[src/rtl/uart_alu_ctrl.sv]
// Command sequencer between a UART receiver, an ALU and a UART transmitter.
// Collects A, B and opcode bytes, captures the ALU result and requests one transmit per command.
module uart_alu_ctrl #(
   parameter int NB_DATA = 8,
   parameter int NB_OP   = 6,
   parameter int TIMEOUT = 100000
) (
   input  logic               clk,
   input  logic               i_rst_n,
   input  logic [NB_DATA-1:0] i_rx_data,
   input  logic               i_rx_done,
   input  logic [NB_DATA-1:0] i_alu_result,
   input  logic               i_tx_done,
   output logic [NB_DATA-1:0] o_alu_a,
   output logic [NB_DATA-1:0] o_alu_b,
   output logic [NB_OP-1:0]   o_alu_op,
   output logic [NB_DATA-1:0] o_tx_data,
   output logic               o_tx_start,
   output logic               o_busy,
   output logic               o_timeout,
   output logic               o_overrun,
   output logic [5:0]         o_state_dbg
);

   localparam int TW = (TIMEOUT > 2) ? $clog2(TIMEOUT) : 1;
   localparam logic [TW-1:0] TMAX  = TW'(TIMEOUT - 1);
   localparam logic [TW-1:0] T_ONE = TW'(1);

   typedef enum logic [5:0] {
      ST_WAIT_A  = 6'b000001,
      ST_WAIT_B  = 6'b000010,
      ST_WAIT_OP = 6'b000100,
      ST_EXEC    = 6'b001000,
      ST_SEND    = 6'b010000,
      ST_WAIT_TX = 6'b100000
   } state_t;

   state_t             state_q;
   logic [TW-1:0]      timer_q;
   logic [NB_DATA-1:0] alu_a_q;
   logic [NB_DATA-1:0] alu_b_q;
   logic [NB_OP-1:0]   alu_op_q;
   logic [NB_DATA-1:0] tx_data_q;
   logic               tx_start_q;
   logic               busy_q;
   logic               timeout_q;
   logic               overrun_q;

   // Outputs are registered alongside the state so every pulse lines up with its transition.
   always_ff @(posedge clk or negedge i_rst_n) begin
      if (!i_rst_n) begin
         state_q    <= ST_WAIT_A;
         timer_q    <= '0;
         alu_a_q    <= '0;
         alu_b_q    <= '0;
         alu_op_q   <= '0;
         tx_data_q  <= '0;
         tx_start_q <= 1'b0;
         busy_q     <= 1'b0;
         timeout_q  <= 1'b0;
         overrun_q  <= 1'b0;
      end else begin
         tx_start_q <= 1'b0;
         timeout_q  <= 1'b0;
         overrun_q  <= 1'b0;
         case (state_q)
            ST_WAIT_A: begin
               timer_q <= '0;
               if (i_rx_done) begin
                  alu_a_q <= i_rx_data;
                  state_q <= ST_WAIT_B;
               end
            end
            ST_WAIT_B: begin
               // An arriving byte wins over an expiring timer.
               if (i_rx_done) begin
                  alu_b_q <= i_rx_data;
                  timer_q <= '0;
                  state_q <= ST_WAIT_OP;
               end else if (timer_q == TMAX) begin
                  timer_q   <= '0;
                  timeout_q <= 1'b1;
                  state_q   <= ST_WAIT_A;
               end else begin
                  timer_q <= timer_q + T_ONE;
               end
            end
            ST_WAIT_OP: begin
               if (i_rx_done) begin
                  alu_op_q <= i_rx_data[NB_OP-1:0];
                  timer_q  <= '0;
                  busy_q   <= 1'b1;
                  state_q  <= ST_EXEC;
               end else if (timer_q == TMAX) begin
                  timer_q   <= '0;
                  timeout_q <= 1'b1;
                  state_q   <= ST_WAIT_A;
               end else begin
                  timer_q <= timer_q + T_ONE;
               end
            end
            ST_EXEC: begin
               overrun_q  <= i_rx_done;
               tx_data_q  <= i_alu_result;
               tx_start_q <= 1'b1;
               state_q    <= ST_SEND;
            end
            ST_SEND: begin
               overrun_q <= i_rx_done;
               state_q   <= ST_WAIT_TX;
            end
            ST_WAIT_TX: begin
               overrun_q <= i_rx_done;
               if (i_tx_done) begin
                  busy_q  <= 1'b0;
                  state_q <= ST_WAIT_A;
               end
            end
            default: begin
               timer_q <= '0;
               busy_q  <= 1'b0;
               state_q <= ST_WAIT_A;
            end
         endcase
      end
   end

   assign o_alu_a     = alu_a_q;
   assign o_alu_b     = alu_b_q;
   assign o_alu_op    = alu_op_q;
   assign o_tx_data   = tx_data_q;
   assign o_tx_start  = tx_start_q;
   assign o_busy      = busy_q;
   assign o_timeout   = timeout_q;
   assign o_overrun   = overrun_q;
   assign o_state_dbg = state_q;

endmodule

[config.mk]
export PLATFORM = sky130hd
export DESIGN_NAME = uart_alu_ctrl
export DESIGN_NICKNAME = d
export VERILOG_FILES = /design/src/rtl/uart_alu_ctrl.sv
export SDC_FILE = /design/constraint.sdc
export NUM_CORES = 1
export LEC_CHECK = 0
export CORE_ASPECT_RATIO = 0.8
export CORE_MARGIN = 2
export CORE_UTILIZATION = 50
export CTS_CLUSTER_DIAMETER = 100
export DETAILED_ROUTE_END_ITERATION = 10
export GPL_TIMING_DRIVEN = 0
export PLACE_DENSITY = 0.8
export SETUP_SLACK_MARGIN = 0.5
export SLEW_MARGIN = 20
export SYNTH_ARGS = -nofsm -noshare
export SYNTH_HDL_FRONTEND = slang
export SYNTH_SLANG_ARGS = --single-unit
[constraint.sdc]
create_clock -name clk -period 4.28 [get_ports clk]
set_input_delay 1.284 -clock clk [delete_from_list [all_inputs] [get_ports clk]]
set_output_delay 1.284 -clock clk [all_outputs]
set_load 0.01 [all_outputs]
==> impl_metrics.csv, run 1 <==
group,metric,value,unit
run_status,status,"finished clean",
clock_network,cts_setup_buffers,0,
logic_synthesis,yosys_warnings,0,
power_and_ir_drop,pwr-share-clk,26.9,%
power_and_ir_drop,seq_power_share,39.0,%
sta,hold_viol,0,
worst_setup_path,critical_path.max_fanout,8,
cells_and_area,syn_to_final_growth,33.6,%
clock_network,cts.sinks,57,
floorplan,die-area,0.00579,mm^2
sta,worst_slew_margin_rel,47.6,%
drt,dr_total_vias,2078,
flow_run,cap_viol_max_count,0,
logic_synthesis,syn_inst,243,
power_and_ir_drop,combPwrFrac,34.1,%
worst_setup_path,path_class,"in -> reg",
power_and_ir_drop,swShare,28.4,%
sta,rsz0062_at_grt,"false",
worst_setup_path,crit_required,4.50,ns
power_and_ir_drop,p_per_area,555,mW/mm^2
clock_network,cts_root_buffer,"clkbuf_8",
power_and_ir_drop,internal_power,1.38,mW
cells_and_area,finish.instance_area,0.00347,mm^2
cells_and_area,layout-drive-gt1-share,16.0,%
worst_setup_path,crit_path_start,"i_rx_done",
worst_setup_path,path_cells,"clkdlybuf4s50_1 -> nor2b_1 -> nand2_1 -> nor2_1 -> mux2_2",
logic_synthesis,synth_ff_type,"dfrtp_1",
clock_network,tritoncts,"done",
logic_synthesis,synth_area,0.00260,mm^2
drt,ant_nets,0,
logic_synthesis,postSynthAreaPerCell,10.7,um^2
worst_setup_path,path_delay_family,"simple AND/OR/NAND/NOR gates",
logic_synthesis,ys_types,46,
cells_and_area,ff_latch_area,0.00143,mm^2
worst_setup_path,crit_path_end_kind,"flop",
logic_synthesis,synth_edf_count,0,
worst_setup_path,cp-start-kind,"input port",
drt,drtIter0Drc,104,
grt,grt_max_degree,58,
cells_and_area,multiInputGateArea,0.00110,mm^2
drt,avgRoutedWirePerCell,14.8,um
drt,drc,0,
worst_setup_path,max_stage_delay,0.62,ns
logic_synthesis,ys_seq_area_share,54.9,%
sta,min_period,3.00,ns
clock_network,clock_path_buffers,2,
logic_synthesis,async_flop_share,100,%
grt,grt_use_total,21.4,%
hold_path,hold_path_class,"reg -> reg",
floorplan,die_width,84.6,um
worst_setup_path,cp_slowest_cell,"nor2_1",
clock_network,htreeDepth,3,
floorplan,initial_core_util,51.9,%
drt,firstDrtPassIters,4,
clock_network,clock_latency,0.34,ns
worst_setup_path,critical_path_arrival,3.22,ns
floorplan,rows,23,
place,portBuffers,59,
clock_network,cts_buffers,9,
logic_synthesis,synth.ff_latch_count,57,
worst_setup_path,critical_path_buf_inv_count,1,
cells_and_area,final_nets,334,
clock_network,ctsHoldBuffers,0,
logic_synthesis,syn-num-nets,264,
cells_and_area,diodes,0,
place,placed_cell_area,0.00326,mm^2
grt,grt_pass1_wl,9280,um
hold_path,hold_start,"o_tx_data[7]",
sta,skew,0.00401,ns
floorplan,die_y,68.5,um
grt,grt_pass1_vias,1909,
power_and_ir_drop,p_leak,1.50,nW
drt,viasPerCell,5.47,
drt,drt_wl_total,5640,um
grt,antenna_found_initial,0,
grt,grt.overflow.total,0,
clock_network,path_clk_slew,0.06,ns
cells_and_area,final_cell_mix,"clkdlybuf4s50_1, dfrtp_1, nand2_1",
floorplan,ios,60,
clock_network,ctsResizeCount,0,
place,detailed_place_hpwl,3860,um
place,gp_congestion,0.815,
floorplan,core,0.00501,mm^2
sta,tightestPinTransition,0.783,ns
power_and_ir_drop,ir_worst_vdd,0.346,mV
sta,finalSetupViolCount,0,
worst_setup_path,regToRegStartpoint,"o_state_dbg[5]",
sta,fin_setup_tns,0,ns
sta,drv_slew,0,
sta,min_period_over_period,70.1,%
cells_and_area,final_common_cell,"clkdlybuf4s50_1",
power_and_ir_drop,switchingPower,0.548,mW
cells_and_area,nFillCells,387,
sta,fmax,333,MHz
==> power groups by stage <==
stage	logic [mW]	registers [mW]	clock network, mW
after floorplan	0.242	0.819	0
after global placement	0.652	0.751	0
after detailed placement	0.659	0.760	0
after CTS	0.665	0.753	0.533
after global routing	0.718	0.769	0.556
final	0.658	0.751	0.517
==> cell type report <==
cell class              count  area share [%]
well taps                  62            2.23
multi-input cells         171            31.7
clock buffers              14            4.97
repair buffers             59            16.9
inverters                   7           0.757
flip-flops and latches     57            41.1
clock inverters             2            1.01
plain buffers               8            1.30
==> state kept, by name, indices dropped and copies added (netlist names), 6 cells and up <==
| name | cells |
|---|---|
| o_alu_a | 8 |
| o_alu_b | 8 |
| o_alu_op | 6 |
| o_state_dbg | 6 |
| o_tx_data | 8 |
| timer_q | 17 |
==> tightest hold or removal path: stages (launching register included) <==
cell and delay (ns):
dfrtp_1 0.34, nand2_1 0.05, nand2_1 0.06
==> synth_stat cells (2+ instances only) <==
library cell	instances	area, um^2
or3_1	8	50.1
a21oi_1	14	70.1
nand2_1	40	150
nor2_1	9	33.8
nor3_1	7	35.0
a21o_1	4	30.0
nand4_1	5	31.3
buf_2	3	15.0
dfrtp_1	56	1400
nor2b_1	2	12.5
o21ai_0	6	30.0
and3_1	4	25.0
nand3_1	11	55.1
or4_1	3	22.5
o21ai_1	5	25.0
a211o_1	3	26.3
or4_4	2	22.5
clkbuf_1	3	11.3
mux2_2	22	248
and2_1	3	18.8
inv_1	6	22.5
xnor2_1	3	26.3
==> through the flow <==
step,total power [mW],hold slack [ns],std cells,utilization [%],setup slack (ns)
5_1_grt,2.04,0.499,380,69.3,1.23
2_1_floorplan,1.06,0.483,243,-,1.89
4_1_cts,1.95,0.482,380,69.3,1.31
6_report,1.93,0.476,380,69.3,1.28
3_5_place_dp,1.42,0.467,364,65.2,0.936
3_3_place_gp,1.40,0.457,364,65.2,0.128
==> cells by family after synthesis <==
kind of cell	after synthesis	synth area share [%]
simple gates	103	20.9
flops	57	54.9
compound gates	41	10.0
mux	22	9.53
buf+inv	15	2.74
xor+xnor	4	1.35
fa+ha+maj	1	0.481
==> routing by layer <==
metal	vias up	part of all wire (%)	global-route usage, %
met1	987	45	27.6
met5	-	0	0
met2	65	44	30.2
met4	0	1.0	7.14
li1	1019	-	-
met3	7	9.6	12.5
==> final timing paths <==
kind,slack [ns],depth (start not counted),end
max reg2reg,1.96,5,o_alu_b[0]
max,1.28,5,o_alu_b[0]
max in group asynchronous,2.82,1,o_alu_op[1]
min in group asynchronous,0.99,1,o_alu_b[0]
min,0.48,2,o_tx_data[7]
min reg2reg,0.48,2,o_tx_data[7]
No activity file was read; power rests on OpenSTA's default activity.
==> run 2: changes to the inputs <==
- clock period: 4.28 -> 3.05 ns (I/O delays scaled with it)
==> impl_metrics.csv, run 2 (synthesis gave the netlist of run 1 again) <==
group,metric,value,unit
grt,grt_use_total,21.6,%
place,dpl.cell_count,364,
floorplan,die_y,68.5,um
drt,drc,0,
power_and_ir_drop,combPwrFrac,34.2,%
floorplan,initial_core_util,51.9,%
cells_and_area,largest_reg_flops,17,
worst_setup_path,regToRegStartpoint,"timer_q[11]",
grt,antenna_found_initial,0,
hold_path,hold_path_class,"reg -> reg",
worst_setup_path,crit_end,"o_alu_a[7]",
power_and_ir_drop,p_per_area,779,mW/mm^2
drt,ant_nets,0,
clock_network,path_clk_slew,0.06,ns
run_status,status,"finished clean",
power_and_ir_drop,seq_power_share,38.9,%
sta,min_period,2.45,ns
power_and_ir_drop,swShare,28.6,%
drt,viasPerCell,5.44,
drt,firstDrtPassIters,4,
worst_setup_path,reg2regPathDepth,6,
worst_setup_path,crit_path_end_kind,"flop",
floorplan,core,0.00501,mm^2
sta,min_period_over_period,80.2,%
sta,worst_slew_margin_rel,50.3,%
drt,drt_wl_total,5650,um
cells_and_area,regMostFlops,"timer_q",
worst_setup_path,critical_path_buf_inv_count,1,
drt,dr_total_vias,2067,
place,gp_congestion,0.815,
worst_setup_path,path_cells,"clkdlybuf4s50_1 -> nor2b_1 -> nand4_1 -> mux2_2",
grt,grt.overflow.total,0,
sta,finalSetupViolCount,0,
cells_and_area,fin_cells,380,
power_and_ir_drop,ir_worst_vdd,0.487,mV
sta,tightestPinTransition,0.743,ns
clock_network,clock_latency,0.34,ns
cells_and_area,layout-drive-gt1-share,16.4,%
power_and_ir_drop,pwr-share-clk,26.9,%
floorplan,rows,23,
sta,drv_slew,0,
sta,fin_setup_tns,0,ns
place,portBuffers,59,
worst_setup_path,cp_num_cells,4,
clock_network,cts_root_buffer,"clkbuf_8",
cells_and_area,final_cell_mix,"clkdlybuf4s50_1, dfrtp_1, nand2_1",
worst_setup_path,reg2reg_slack,0.74,ns
sta,fmax,409,MHz
clock_network,htreeDepth,3,
worst_setup_path,path_delay_family,"simple AND/OR/NAND/NOR gates",
drt,avgRoutedWirePerCell,14.9,um
place,detailed_place_hpwl,3860,um
drt,drtIter0Drc,76,
clock_network,clock_path_buffers,2,
sta,rsz0062_at_grt,"false",
grt,grt_pass1_wl,9340,um
worst_setup_path,path_class,"in -> reg",
power_and_ir_drop,switchingPower,0.774,mW
worst_setup_path,cp_slowest_cell,"clkdlybuf4s50_1",
grt,grt_pass1_vias,1925,
cells_and_area,final_common_cell,"clkdlybuf4s50_1",
cells_and_area,diodes,0,
power_and_ir_drop,internal_power,1.93,mW
cells_and_area,syn_to_final_growth,33.7,%
clock_network,tritoncts,"done",
worst_setup_path,critical_path.max_fanout,9,
worst_setup_path,crit_path_start,"i_rx_done",
floorplan,die-area,0.00579,mm^2
floorplan,ios,60,
worst_setup_path,crit_required,3.27,ns
worst_setup_path,max_stage_delay,0.60,ns
cells_and_area,utilization,69.4,%
sta,hold_viol,0,
clock_network,cts_buffers,9,
worst_setup_path,cp-start-kind,"input port",
floorplan,die_width,84.6,um
worst_setup_path,r2r-end,"timer_q[5]",
clock_network,cts.sinks,57,
grt,grt_max_degree,58,
worst_setup_path,critical_path_arrival,2.67,ns
flow_run,cap_viol_max_count,0,
sta,skew,0.00392,ns
power_and_ir_drop,p_leak,1.50,nW
cells_and_area,final_nets,334,
run 2: worst register-to-register path, delay by kind of cell, from the launching register on:
family,cells,cell delay (ns)
AO/OA/AOI/OAI,2,0.40
buffers and inverters,1,0.20
flip-flops,1,0.44
AND/OR/NAND/NOR,3,1.15
run 2: what timing repair did:
action	in CTS	in global routing
setup buffers	0	0
setup endpoints to repair	8	0
resized for setup	1	0
hold buffers	0	0
run 2: per-stage QoR:
step,power [mW],hold WS [ns],setup WS [ns],instance area [um^2]
6_report,2.71,0.476,0.603,3470
2_1_floorplan,1.49,0.483,0.931,2600
5_1_grt,2.87,0.499,0.503,3470
4_1_cts,2.74,0.482,0.607,3470
3_5_place_dp,1.99,0.467,0.0747,3260
3_3_place_gp,1.97,0.457,-0.733,3270
run 2: area by class of cell:
| class | count | area [um^2] |
|---|---|---|
| plain buffers | 8 | 45.0 |
| repair buffers | 59 | 588 |
| multi-input cells | 171 | 1100 |
| well taps | 62 | 77.6 |
| inverters | 7 | 26.3 |
| flip-flops and latches | 57 | 1430 |
| clock inverters | 2 | 35.0 |
| clock buffers | 14 | 173 |
| fillers | 388 | 1530 |
run 2: power by group through the flow:
stage / logic [mW] / clock network, mW / registers, mW
after global routing: 1.01 / 0.781 / 1.08
final: 0.926 / 0.729 / 1.05
after CTS: 0.935 / 0.748 / 1.06
after detailed placement: 0.924 / 0 / 1.07
after floorplan: 0.340 / 0 / 1.15
after global placement: 0.914 / 0 / 1.05
run 2: how the worst min path moves through the flow:
stage / startpoint / endpoint / slack (ns) / cells past startpoint
after CTS: o_tx_data[2] / o_tx_data[2] / 0.48 / 2
final: o_tx_data[7] / o_tx_data[7] / 0.48 / 2
after global placement: o_tx_data[4] / o_tx_data[4] / 0.46 / 2
after detailed placement: o_tx_data[3] / o_tx_data[3] / 0.47 / 2
after floorplan: timer_q[2] / timer_q[2] / 0.48 / 1
after global routing: o_busy / o_busy / 0.50 / 1
run 2: layer usage:
metal | vias up | GRT usage (%) | wire (um)
met1 | 981 | 27.6 | 2600
li1 | 1019 | - | -
met4 | 0 | 7.14 | 87
met5 | - | 0 | 0
met2 | 57 | 30.6 | 2470
met3 | 10 | 12.5 | 490
==> run 3: changes to the inputs <==
- CORE_UTILIZATION: 50 -> 45
- PLACE_DENSITY: 0.8 -> 0.76
- clock period: 3.05 -> 2.25 ns (I/O delays scaled with it)
==> impl_metrics.csv, run 3 (synthesis gave the netlist of run 1 again) <==
group,metric,value,unit
place,detailed_place_hpwl,4020,um
worst_setup_path,crit_path_end_kind,"flop",
cells_and_area,regMostFlops,"timer_q",
drt,dr_total_vias,2328,
worst_setup_path,path_cells,"or4_4 -> buf_6 -> or3_4 -> a21oi_4 -> buf_4 -> a21oi_1 -> o21ai_1",
sta,fmax,458,MHz
drt,drc,0,
floorplan,initial_core_util,47.0,%
worst_setup_path,critical_path_arrival,2.45,ns
floorplan,ios,60,
worst_setup_path,max_stage_delay,0.53,ns
worst_setup_path,crit_required,2.51,ns
worst_setup_path,crit_path_start,"o_state_dbg[3]",
clock_network,htreeDepth,3,
power_and_ir_drop,p_per_area,1040,mW/mm^2
run_status,status,"finished clean",
sta,skew,0.00543,ns
floorplan,core,0.00553,mm^2
drt,drt_wl_total,7030,um
grt,grt_pass1_wl,10800,um
sta,fin_setup_tns,0,ns
worst_setup_path,cp-start-kind,"flop",
sta,rsz0062_at_grt,"true",
cells_and_area,diodes,0,
grt,grt_use_total,22.4,%
cells_and_area,layout-drive-gt1-share,30.8,%
grt,grt.overflow.total,0,
worst_setup_path,critical_path.max_fanout,7,
sta,worst_slew_margin_rel,69.1,%
worst_setup_path,regToRegStartpoint,"o_state_dbg[3]",
power_and_ir_drop,finalPower,4.07,mW
sta,hold_slack,0.210,ns
floorplan,die_y,72.0,um
drt,highest_layer,"met4",
sta,setup_ws,0.0674,ns
place,dp_slack,-0.506,ns
clock_network,tritoncts,"done",
drt,routed-wl-met2,3290,um
floorplan,die_width,89.0,um
cells_and_area,final_common_cell,"dfrtp_1",
flow_run,cap_viol_max_count,0,
sta,min_period,2.18,ns
floorplan,die-area,0.00640,mm^2
drt,avgRoutedWirePerCell,16.7,um
clock_network,clock_path_buffers,2,
clock_network,clock_latency,0.34,ns
clock_network,cts_root_buffer,"clkbuf_8",
sta,hold_viol,0,
drt,ant_nets,0,
worst_setup_path,path_class,"reg -> reg",
cells_and_area,largest_reg_flops,17,
sta,finalSetupViolCount,0,
clock_network,cts.sinks,57,
drt,firstDrtPassIters,5,
floorplan,rows,24,
cells_and_area,finish.instance_area,0.00392,mm^2
drt,met1Wirelength,3030,um
hold_path,hold_path_class,"in -> async",
drt,wl_met3,637,um
grt,grt_max_degree,38,
power_and_ir_drop,ir_worst_vdd,0.675,mV
sta,drv_slew,0,
cells_and_area,final_cell_mix,"dfrtp_1, dlygate4sd2_1, nand2_1",
worst_setup_path,cp_slowest_cell,"or4_4",
power_and_ir_drop,p_leak,1.82,nW
place,portBuffers,59,
cells_and_area,syn_to_final_growth,50.8,%
grt,antenna_found_initial,0,
clock_network,cts_buffers,9,
place,placed_cell_area,0.00332,mm^2
place,gp_congestion,0.848,
clock_network,path_clk_slew,0.07,ns
sta,min_period_over_period,97.0,%
cells_and_area,nFillCells,414,
grt,grt_pass1_vias,2191,
drt,drtIter0Drc,179,
sta,tightestPinTransition,0.460,ns
drt,viasPerCell,5.52,
cells_and_area,final_nets,360,
==> run 3: final timing paths <==
path / cells after the start / to / slack, ns
setup reg to reg: 7 / timer_q[6] / 0.07
hold / removal: 1 / o_alu_a[6] / 0.21
max in group asynchronous: 2 / o_state_dbg[0] / 1.50
setup / recovery: 7 / timer_q[6] / 0.07
min in group clk: 2 / o_tx_data[2] / 0.47
hold reg to reg: 2 / o_tx_data[2] / 0.47
==> run 3: worst max-delay path, delay by kind of cell, from the launching register on <==
kind | cells | cell delay (ns)
buf+inv | 2 | 0.31
simple gates | 2 | 0.88
compound gates | 3 | 0.46
flops | 1 | 0.47
==> run 3: routing by layer <==
layer  vias up  GRT usage (%)
li1       1070              -
met1      1129           31.8
met2       120           32.0
met3         9           10.2
met4         0           4.81
met5         -              0
==> run 3: per-stage QoR <==
step / utilization, % / cells
finish: 70.9 / 422
global route: 70.9 / 422
CTS: 68.2 / 415
detailed placement: 60.1 / 381
global placement: 59.8 / 380
floorplan: - / 243
==> run 3: area by class of cell <==
class / count / area (um^2) / share of cell area, %
repair buffers: 85 / 797 / 20.3
inverters: 7 / 27.5 / 0.702
flip-flops and latches: 57 / 1430 / 36.5
clock buffers: 10 / 138 / 3.51
well taps: 78 / 97.6 / 2.49
plain buffers: 8 / 70.1 / 1.79
multi-input cells: 171 / 1250 / 32.0
clock inverters: 6 / 105 / 2.68
==> run 3: report_power, final <==
group / internal [mW] / leakage (nW) / total (mW) / switching (mW)
logic: 0.814 / 0.979 / 1.47 / 0.656
clock network: 0.759 / 0.126 / 1.18 / 0.416
registers: 1.29 / 0.713 / 1.42 / 0.134
==> run 3: what timing repair did <==
action	4_1_cts	5_1_grt
buffers inserted	16	7
pin swaps	12	4
hold buffers	0	0
setup endpoints to repair	87	49
cloned	2	0
resized for setup	73	32
